===== src/rtl/axil_slave_regmem_if.sv =====
// AXI4-Lite bus bundle between a master and the register memory slave.
interface axil_slave_regmem_if #(
  parameter int unsigned ADDR_W = 32
);
  logic [ADDR_W-1:0] awaddr;
  logic              awvalid;
  logic              awready;
  logic [31:0]       wdata;
  logic [3:0]        wstrb;
  logic              wvalid;
  logic              wready;
  logic [1:0]        bresp;
  logic              bvalid;
  logic              bready;
  logic [ADDR_W-1:0] araddr;
  logic              arvalid;
  logic              arready;
  logic [31:0]       rdata;
  logic [1:0]        rresp;
  logic              rvalid;
  logic              rready;

  modport master (
    output awaddr, awvalid, wdata, wstrb, wvalid, bready, araddr, arvalid, rready,
    input  awready, wready, bresp, bvalid, arready, rdata, rresp, rvalid
  );

  modport slave (
    input  awaddr, awvalid, wdata, wstrb, wvalid, bready, araddr, arvalid, rready,
    output awready, wready, bresp, bvalid, arready, rdata, rresp, rvalid
  );
endinterface


===== src/rtl/axil_slave_regmem.sv =====
// AXI4-Lite slave register memory: DEPTH x 32-bit words, byte strobes,
// SLVERR for out-of-range addresses, independent write and read FSMs.
module axil_slave_regmem #(
  parameter int unsigned ADDR_W = 32,
  parameter int unsigned DEPTH  = 32
) (
  input  logic                s_axi_aclk,
  input  logic                s_axi_areset,
  axil_slave_regmem_if.slave  s_axi
);

  localparam int unsigned IDX_W       = $clog2(DEPTH);
  localparam logic [1:0]  RESP_OKAY   = 2'b00;
  localparam logic [1:0]  RESP_SLVERR = 2'b10;

  typedef enum logic { W_IDLE, W_RESP } wstate_t;
  typedef enum logic { R_IDLE, R_DATA } rstate_t;

  logic [31:0]       r_mem [DEPTH];

  // write path state
  wstate_t           r_wstate, w_wstate_n;
  logic              r_aw_held, w_aw_held_n;
  logic              r_w_held, w_w_held_n;
  logic [ADDR_W-1:0] r_awaddr;
  logic [31:0]       r_wdata;
  logic [3:0]        r_wstrb;
  logic              r_awready, w_awready_n;
  logic              r_wready, w_wready_n;
  logic              r_bvalid, w_bvalid_n;
  logic [1:0]        r_bresp, w_bresp_n;
  logic              w_commit;

  // read path state
  rstate_t           r_rstate, w_rstate_n;
  logic              r_arready, w_arready_n;
  logic              r_rvalid, w_rvalid_n;
  logic [31:0]       r_rdata, w_rdata_n;
  logic [1:0]        r_rresp, w_rresp_n;

  logic              w_aw_hs, w_w_hs, w_ar_hs;
  logic [ADDR_W-1:0] w_aw_addr;
  logic [31:0]       w_wr_data;
  logic [3:0]        w_wr_strb;
  logic [IDX_W-1:0]  w_aw_idx, w_ar_idx;
  logic              w_aw_in_range, w_ar_in_range;
  logic              w_unused;

  assign w_aw_hs = s_axi.awvalid & r_awready;
  assign w_w_hs  = s_axi.wvalid & r_wready;
  assign w_ar_hs = s_axi.arvalid & r_arready;

  // live bus values win for the channel handshaking on the commit edge
  assign w_aw_addr = w_aw_hs ? s_axi.awaddr : r_awaddr;
  assign w_wr_data = w_w_hs ? s_axi.wdata : r_wdata;
  assign w_wr_strb = w_w_hs ? s_axi.wstrb : r_wstrb;

  assign w_aw_idx      = w_aw_addr[IDX_W+1:2];
  assign w_aw_in_range = (w_aw_addr[ADDR_W-1:IDX_W+2] == '0);
  assign w_ar_idx      = s_axi.araddr[IDX_W+1:2];
  assign w_ar_in_range = (s_axi.araddr[ADDR_W-1:IDX_W+2] == '0);

  // byte-lane offset bits are intentionally ignored
  assign w_unused = ^{w_aw_addr[1:0], s_axi.araddr[1:0]};

  assign s_axi.awready = r_awready;
  assign s_axi.wready  = r_wready;
  assign s_axi.bvalid  = r_bvalid;
  assign s_axi.bresp   = r_bresp;
  assign s_axi.arready = r_arready;
  assign s_axi.rvalid  = r_rvalid;
  assign s_axi.rdata   = r_rdata;
  assign s_axi.rresp   = r_rresp;

  // write FSM next-state: collect AW and W in any order, commit on the second
  always_comb begin
    w_wstate_n  = r_wstate;
    w_aw_held_n = r_aw_held;
    w_w_held_n  = r_w_held;
    w_awready_n = r_awready;
    w_wready_n  = r_wready;
    w_bvalid_n  = r_bvalid;
    w_bresp_n   = r_bresp;
    w_commit    = 1'b0;
    case (r_wstate)
      W_IDLE: begin
        w_aw_held_n = r_aw_held | w_aw_hs;
        w_w_held_n  = r_w_held | w_w_hs;
        if (w_aw_held_n && w_w_held_n) begin
          w_commit    = 1'b1;
          w_wstate_n  = W_RESP;
          w_bvalid_n  = 1'b1;
          w_bresp_n   = w_aw_in_range ? RESP_OKAY : RESP_SLVERR;
          w_awready_n = 1'b0;
          w_wready_n  = 1'b0;
        end else begin
          w_awready_n = !w_aw_held_n;
          w_wready_n  = !w_w_held_n;
        end
      end
      W_RESP: begin
        if (r_bvalid && s_axi.bready) begin
          w_wstate_n  = W_IDLE;
          w_bvalid_n  = 1'b0;
          w_aw_held_n = 1'b0;
          w_w_held_n  = 1'b0;
          w_awready_n = 1'b1;
          w_wready_n  = 1'b1;
        end
      end
      default: w_wstate_n = W_IDLE;
    endcase
  end

  // write FSM registers and channel holding registers
  always_ff @(posedge s_axi_aclk) begin
    if (s_axi_areset) begin
      r_wstate  <= W_IDLE;
      r_aw_held <= 1'b0;
      r_w_held  <= 1'b0;
      r_awaddr  <= '0;
      r_wdata   <= '0;
      r_wstrb   <= '0;
      r_awready <= 1'b0;
      r_wready  <= 1'b0;
      r_bvalid  <= 1'b0;
      r_bresp   <= '0;
    end else begin
      r_wstate  <= w_wstate_n;
      r_aw_held <= w_aw_held_n;
      r_w_held  <= w_w_held_n;
      r_awready <= w_awready_n;
      r_wready  <= w_wready_n;
      r_bvalid  <= w_bvalid_n;
      r_bresp   <= w_bresp_n;
      if (w_aw_hs) r_awaddr <= s_axi.awaddr;
      if (w_w_hs) begin
        r_wdata <= s_axi.wdata;
        r_wstrb <= s_axi.wstrb;
      end
    end
  end

  // storage array: cleared on reset, byte-strobed update on an in-range commit
  always_ff @(posedge s_axi_aclk) begin
    if (s_axi_areset) begin
      for (int i = 0; i < int'(DEPTH); i++) r_mem[i] <= '0;
    end else if (w_commit && w_aw_in_range) begin
      for (int b = 0; b < 4; b++) begin
        if (w_wr_strb[b]) r_mem[w_aw_idx][8*b +: 8] <= w_wr_data[8*b +: 8];
      end
    end
  end

  // read FSM next-state: capture word on AR handshake, hold until R handshake
  always_comb begin
    w_rstate_n  = r_rstate;
    w_arready_n = r_arready;
    w_rvalid_n  = r_rvalid;
    w_rdata_n   = r_rdata;
    w_rresp_n   = r_rresp;
    case (r_rstate)
      R_IDLE: begin
        w_arready_n = 1'b1;
        if (w_ar_hs) begin
          w_rstate_n  = R_DATA;
          w_arready_n = 1'b0;
          w_rvalid_n  = 1'b1;
          w_rdata_n   = w_ar_in_range ? r_mem[w_ar_idx] : 32'h0;
          w_rresp_n   = w_ar_in_range ? RESP_OKAY : RESP_SLVERR;
        end
      end
      R_DATA: begin
        if (r_rvalid && s_axi.rready) begin
          w_rstate_n  = R_IDLE;
          w_rvalid_n  = 1'b0;
          w_arready_n = 1'b1;
        end
      end
      default: w_rstate_n = R_IDLE;
    endcase
  end

  // read FSM registers
  always_ff @(posedge s_axi_aclk) begin
    if (s_axi_areset) begin
      r_rstate  <= R_IDLE;
      r_arready <= 1'b0;
      r_rvalid  <= 1'b0;
      r_rdata   <= '0;
      r_rresp   <= '0;
    end else begin
      r_rstate  <= w_rstate_n;
      r_arready <= w_arready_n;
      r_rvalid  <= w_rvalid_n;
      r_rdata   <= w_rdata_n;
      r_rresp   <= w_rresp_n;
    end
  end

endmodule


===== src/flat_wrapper.sv =====
// flat-port wrapper written by rule: the top's interface ports become plain ports
module axil_slave_regmem_flat 
#(
  parameter int unsigned ADDR_W = 32,
  parameter int unsigned DEPTH  = 32
)
  (s_axi_aclk, s_axi_areset, s_axi_awaddr, s_axi_awvalid, s_axi_wdata, s_axi_wstrb, s_axi_wvalid, s_axi_bready, s_axi_araddr, s_axi_arvalid, s_axi_rready, s_axi_awready, s_axi_wready, s_axi_bresp, s_axi_bvalid, s_axi_arready, s_axi_rdata, s_axi_rresp, s_axi_rvalid);
  axil_slave_regmem_if #(.ADDR_W(ADDR_W)) s_axi_i ();
  input  logic s_axi_aclk;
  input  logic s_axi_areset;
  input wire logic [$bits(s_axi_i.awaddr)-1:0] s_axi_awaddr;
  input wire logic [$bits(s_axi_i.awvalid)-1:0] s_axi_awvalid;
  input wire logic [$bits(s_axi_i.wdata)-1:0] s_axi_wdata;
  input wire logic [$bits(s_axi_i.wstrb)-1:0] s_axi_wstrb;
  input wire logic [$bits(s_axi_i.wvalid)-1:0] s_axi_wvalid;
  input wire logic [$bits(s_axi_i.bready)-1:0] s_axi_bready;
  input wire logic [$bits(s_axi_i.araddr)-1:0] s_axi_araddr;
  input wire logic [$bits(s_axi_i.arvalid)-1:0] s_axi_arvalid;
  input wire logic [$bits(s_axi_i.rready)-1:0] s_axi_rready;
  output wire logic [$bits(s_axi_i.awready)-1:0] s_axi_awready;
  output wire logic [$bits(s_axi_i.wready)-1:0] s_axi_wready;
  output wire logic [$bits(s_axi_i.bresp)-1:0] s_axi_bresp;
  output wire logic [$bits(s_axi_i.bvalid)-1:0] s_axi_bvalid;
  output wire logic [$bits(s_axi_i.arready)-1:0] s_axi_arready;
  output wire logic [$bits(s_axi_i.rdata)-1:0] s_axi_rdata;
  output wire logic [$bits(s_axi_i.rresp)-1:0] s_axi_rresp;
  output wire logic [$bits(s_axi_i.rvalid)-1:0] s_axi_rvalid;
  assign s_axi_i.awaddr = s_axi_awaddr;
  assign s_axi_i.awvalid = s_axi_awvalid;
  assign s_axi_i.wdata = s_axi_wdata;
  assign s_axi_i.wstrb = s_axi_wstrb;
  assign s_axi_i.wvalid = s_axi_wvalid;
  assign s_axi_i.bready = s_axi_bready;
  assign s_axi_i.araddr = s_axi_araddr;
  assign s_axi_i.arvalid = s_axi_arvalid;
  assign s_axi_i.rready = s_axi_rready;
  assign s_axi_awready = s_axi_i.awready;
  assign s_axi_wready = s_axi_i.wready;
  assign s_axi_bresp = s_axi_i.bresp;
  assign s_axi_bvalid = s_axi_i.bvalid;
  assign s_axi_arready = s_axi_i.arready;
  assign s_axi_rdata = s_axi_i.rdata;
  assign s_axi_rresp = s_axi_i.rresp;
  assign s_axi_rvalid = s_axi_i.rvalid;
  axil_slave_regmem #(.ADDR_W(ADDR_W), .DEPTH(DEPTH)) u_core (.s_axi_aclk(s_axi_aclk), .s_axi_areset(s_axi_areset), .s_axi(s_axi_i));
endmodule

===== config.mk =====
export PLATFORM = sky130hd
export DESIGN_NAME = axil_slave_regmem_flat
export DESIGN_NICKNAME = d
export VERILOG_FILES = /design/src/rtl/axil_slave_regmem_if.sv /design/src/rtl/axil_slave_regmem.sv /design/src/flat_wrapper.sv
export SDC_FILE = /design/constraint.sdc
export NUM_CORES = 2
export LEC_CHECK = 0
export BUFFER_PORTS_ARGS = -buffer_cell sky130_fd_sc_hd__buf_4
export CAP_MARGIN = 20
export CORE_UTILIZATION = 63
export DETAILED_ROUTE_END_ITERATION = 6
export PLACE_DENSITY_LB_ADDON = 0.12
export REMOVE_ABC_BUFFERS = 1
export SYNTH_ARGS = -nofsm -noshare
export SYNTH_HDL_FRONTEND = slang
export SYNTH_SLANG_ARGS = --single-unit

===== constraint.sdc =====
create_clock -name s_axi_aclk -period 4.59 [get_ports s_axi_aclk]
set_clock_uncertainty 0.2 [all_clocks]
set_input_delay 0 -clock s_axi_aclk [delete_from_list [all_inputs] [get_ports s_axi_aclk]]
set_output_delay 0 -clock s_axi_aclk [all_outputs]
set_load 0.005 [all_outputs]

* Yosys cells after proc, flatten, opt, wreduce, memory -nomap -nowiden
Memory sizes are Yosys's and may differ from the RTL's. Index checks and enable logic that the tools add are counted.
Storage, ports and cells: input bits 107, flip-flop bits (word level) 113, bits in writable memories 1024, memories kept 1, word-level logic and storage cells 91, output and inout bits 41
Operators by class: bitwise logic cells 7, reduce and logical (&&, ||, !) cells 13, equality and inequality tests 4, muxes and demuxes 50
Memories:
- u_core.r_mem | words 32, width 32, read ports 1, clocked after Yosys merged registers in 0, wr ports 32, RTL line axil_slave_regmem.sv:19 | logic [31:0] r_mem [DEPTH];
Operators by type and width (count):
- $mux W32 | 4
- $logic_not A25 Y1 | 2
- $mux W1 | 32
- $reduce_or A32 Y1 | 1
- $pmux W1 S2 | 9
- $mux W4 | 2
- $reduce_and A2 Y1 | 4
- $mux W5 | 1
- $logic_and A1 B1 Y1 | 4
- $mux W2 | 2
- $ne A2 B1 Y1 const B | 2
- $ne A2 B2 Y1 const B | 2
- $and A1 B1 Y1 | 3
- $logic_not A1 Y1 | 2
- $not A1 Y1 | 2
- $or A1 B1 Y1 | 2

* Longest topological paths before layout
depth in word-level cells 11, mapped depth 9, mapped depth without buffers 5

* Worst setup path before layout
Ideal clock, no wire load.
path type flip-flop to flip-flop, from reg u_core.r_wready (netlist: u_core.s_axi.wready), to mem u_core.r_mem[16][10], enable pin, period minus slack after synthesis 2.706 ns, stages on the path, launching flop included 8, data arrival time 2.132 ns, buffers on the path 2, required time 4.015 ns, slack 1.884 ns, library setup time 0.375 ns, path through dfxtp_1 > clkbuf_1 > nand2_2 > nand2_1 > a21oi_4 > nand3_1 > clkbuf_1 > o21bai_1
RTL lines:
- start, declared | RTL line axil_slave_regmem.sv:29 | logic r_wready, w_wready_n;
- start signal, assigned | RTL line axil_slave_regmem.sv:133 | r_wready <= w_wready_n;
- end, declared | RTL line axil_slave_regmem.sv:19

==> run_results.csv <==
group,metric,value,unit
sta,fin_crit_sh,87.7,%
setup_path,path_max_fanout,32,
global_routing,grt_max_degree,125,
placed_design,gp_congestion,0.851,
clocking,cts.sinks,1133,
sta,rsz0062_at_grt,"false",
setup_path,reg2reg_slack,0.56,ns
route,ant_nets,0,
clocking,post_cts_resize_count,0,
yosys,yosysWarnings,0,
clocking,cts_tree,"built",
setup_path,startpoint,"u_core.s_axi.awready$_SDFFE_PP0P_",
floorplan,placementRows,102,
yosys,synthMuxAreaShare,12.5,%
yosys,ys.flop_type,"edfxtp_1",
clocking,clkSlewWorstSetupHoldPaths,0.06,ns
sta,hold_viol,0,
setup_path,cp.arrival,4.12,ns
route,vias_per_cell,6.50,
route,vias,31800,
setup_path,cp_cell_sequence,"and2_1, buf_4, nand2_1, o22ai_4, buf_4, nand3_1, buf_4, o21bai_1",
floorplan,start_util,63.8,%
global_routing,grt_pass1_vias,31900,
floorplan,die_area,79700,sq um
layout,nets,3859,
sta,setup_viol,0,
yosys,syn-instance-count,3557,
layout,drive_gt1_share,22.3,%
placed_design,portBuffers,141,
global_routing,track_usage,33.5,%
yosys,syn-cell-area,49500,sq um
yosys,ys_ff_latch,1133,
clocking,h-tree-depth,3,
power_and_ir_drop,peakVddDrop,0.264,mV
sta,tightest_slew,1.19,ns
yosys,yosys.area_share.simple,11.4,%
route,first_pass_iters,6,
min_path,hp-class,"primary input to register",
setup_path,critical_path_required,4.69,ns
setup_path,slowest_stage,"o21bai_1",
clocking,root_buffer,"clkbuf_16",
floorplan,pin_count,148,
floorplan,core,77600,sq um
power_and_ir_drop,power.total,22.5,mW
global_routing,globalRouteOverflowTotal,0,
setup_path,startpoint_type,"register",
global_routing,antenna_found_initial,3,
route,routedWlPerCell,27.1,um
yosys,synth_fa_ha_area_share,0,%
route,drc_errors,0,
global_routing,grt_pass1_wl,196000,um
floorplan,die_h,282,um
yosys,synthXorXnorAreaFrac,0,%
yosys,synth_cell_types,48,
sta,finalCriticalPeriod,4.03,ns
layout,syn2layout_area_growth,14.3,%
sta,holdWs,0.0422,ns
power_and_ir_drop,power.density,398,nW/um^2
yosys,synth-async-reset-ratio,0,%
sta,maxSlewViolCount,0,
yosys,synth_compound_area_share,6.10,%
setup_path,worstSetupPathType,"register to register",
setup_path,critPathMaxStageDelay,0.90,ns
yosys,ys_seq_area_share,66.5,%
route,drt_wl_total,132000,um
sta,fmax,0.248,GHz
setup_path,reg2reg_from,"u_core.s_axi.awready$_SDFFE_PP0P_",
clocking,post_cts_buffers,0,
clocking,ctsHoldBuffers,161,
run,maxCapViolations,0,
sta,slew_headroom,20.7,%
min_path,hp-start,"s_axi_wdata[31]",
power_and_ir_drop,p_leak,19.2,nW
setup_path,crit_top_cell,"buf_4",
yosys,syn_avg_cell_area,13.9,sq um
setup_path,end_kind,"register",
yosys,synth_top_family_by_area,"multiplexers",
floorplan,die_width,282,um
outcome,status,"finished clean",
placed_design,dp_hpwl,80000,um
route,drt_iter0_drc,4043,
clocking,cts_made_buffers,111,
clocking,clk_path_buf_depth,3,
clocking,clock_latency,0.69,ns
yosys,synth-edff-count,1024,
## critical path: cells and delay by family (launching register included)
| kind | cells | cell delay (ns) |
|---|---|---|
| buffers and inverters | 3 | 1.09 |
| AO/OA/AOI/OAI | 2 | 1.24 |
| flip-flops | 1 | 0.40 |
| AND/OR/NAND/NOR | 3 | 0.65 |
## routing by layer
metal,GRT usage [%],wire length [um]
met2,54.8,65100
met3,5.07,13300
met4,13.0,5150
met1,45.7,48900
met5,0,17
## area by class of cell
type / instances / area, sq um
antenna: 2 / 5.00
clock buffer: 163 / 3260
clock inverter: 49 / 405
fill: 4859 / 21000
inverter: 1 / 3.75
multi-input combinational: 2063 / 14900
sequential: 1133 / 32900
tap: 1040 / 1300
timing repair buffer: 442 / 3800
## cell usage after synthesis, types with 3 or more instances
cell	count	area (sq um)
nor2_1	1044	3920
edfxtp_1	1024	30700
mux4_2	192	4320
mux2_2	161	1810
clkbuf_1	157	589
buf_2	140	701
o21bai_1	128	961
dfxtp_1	109	2180
nand2_1	98	368
o22ai_1	65	407
a221o_1	64	641
a22oi_1	64	480
nor3_1	37	185
a21oi_1	34	170
nor2b_1	34	213
buf_1	33	124
a21boi_0	32	240
buf_6	21	236
nand4_4	20	425
nor4_1	14	87.6
nand3_1	13	65.1
nand4_2	9	113
buf_4	8	60.1
nand2_2	6	37.5
nand4_1	6	37.5
and3_1	5	31.3
a21oi_4	4	65.1
nand3b_1	4	30.0
and2_1	3	18.8
mux2i_1	3	30.0
nor3_2	3	30.0
## placed cells by master (no fill, tap or decap), drive strengths merged, types with 4 or more instances in the layout
cell,instances
a221o,64
inv,5
nor2b,34
dlygate4sd3,161
bufinv,6
nor4,14
a22oi,64
nor2,1044
dfxtp,109
nor3,40
mux4,192
a21oi,38
mux2i,4
nand3b,4
clkbuf,164
nand2,104
a21boi,32
o22ai,66
nand4,35
and3,5
mux2,161
buf,280
nand3,13
clkinvlp,4
clkinv,35
edfxtp,1024
o21bai,128
## through the flow
stage | std cells | setup slack [ns] | utilization, % | instance area [sq um] | setup TNS [ns]
2_1_floorplan | 3197 | -1.13 | - | 47800 | -1159.66
3_3_place_gp | 4517 | 0.821 | 66.1 | 51300 | 0
3_5_place_dp | 4517 | 0.799 | 66.1 | 51300 | 0
4_1_cts | 4890 | 0.756 | 72.9 | 56600 | 0
5_1_grt | 4893 | 0.402 | 72.9 | 56600 | 0
6_report | 4893 | 0.563 | 72.9 | 56600 | 0
## where the power goes
group,switching (mW),internal (mW),leakage (nW)
clock network,3.88,5.26,1.81
logic,1.01,0.695,5.90
registers,0.121,11.6,11.5
total,5.00,17.5,19.2
## logic make-up after synthesis
group,Yosys count
and+or+nand+nor,1306
DFF,1133
AOI/OAI and AO/OA,398
buffers and inverters,362
muxes,357
other,1
## sequential cells by signal (all words and copies together) (netlist names)
name,count
u_core.r_rstate,1
u_core.r_awaddr,30
u_core.r_mem,1024
u_core.s_axi.awready,1
u_core.r_wstate,1
u_core.s_axi.rresp,1
u_core.s_axi.rvalid,1
u_core.s_axi.bvalid,1
u_core.r_w_held,1
u_core.r_wdata,32
u_core.s_axi.wready,1
u_core.s_axi.bresp,1
u_core.r_aw_held,1
u_core.s_axi.arready,1
u_core.r_wstrb,4
u_core.s_axi.rdata,32
## path summary, 6_finish.rpt
path | end | depth (start not counted)
max | u_core.r_mem[7][27]$_SDFFCE_PN0P_ | 8
min | u_core.r_wdata[31]$_SDFF_PP0_ | 4
max reg2reg | u_core.r_mem[7][27]$_SDFFCE_PN0P_ | 8
min reg2reg | u_core.s_axi.rdata[3]$_SDFFE_PP0P_ | 1
No activity file was read; power rests on OpenSTA's default activity.
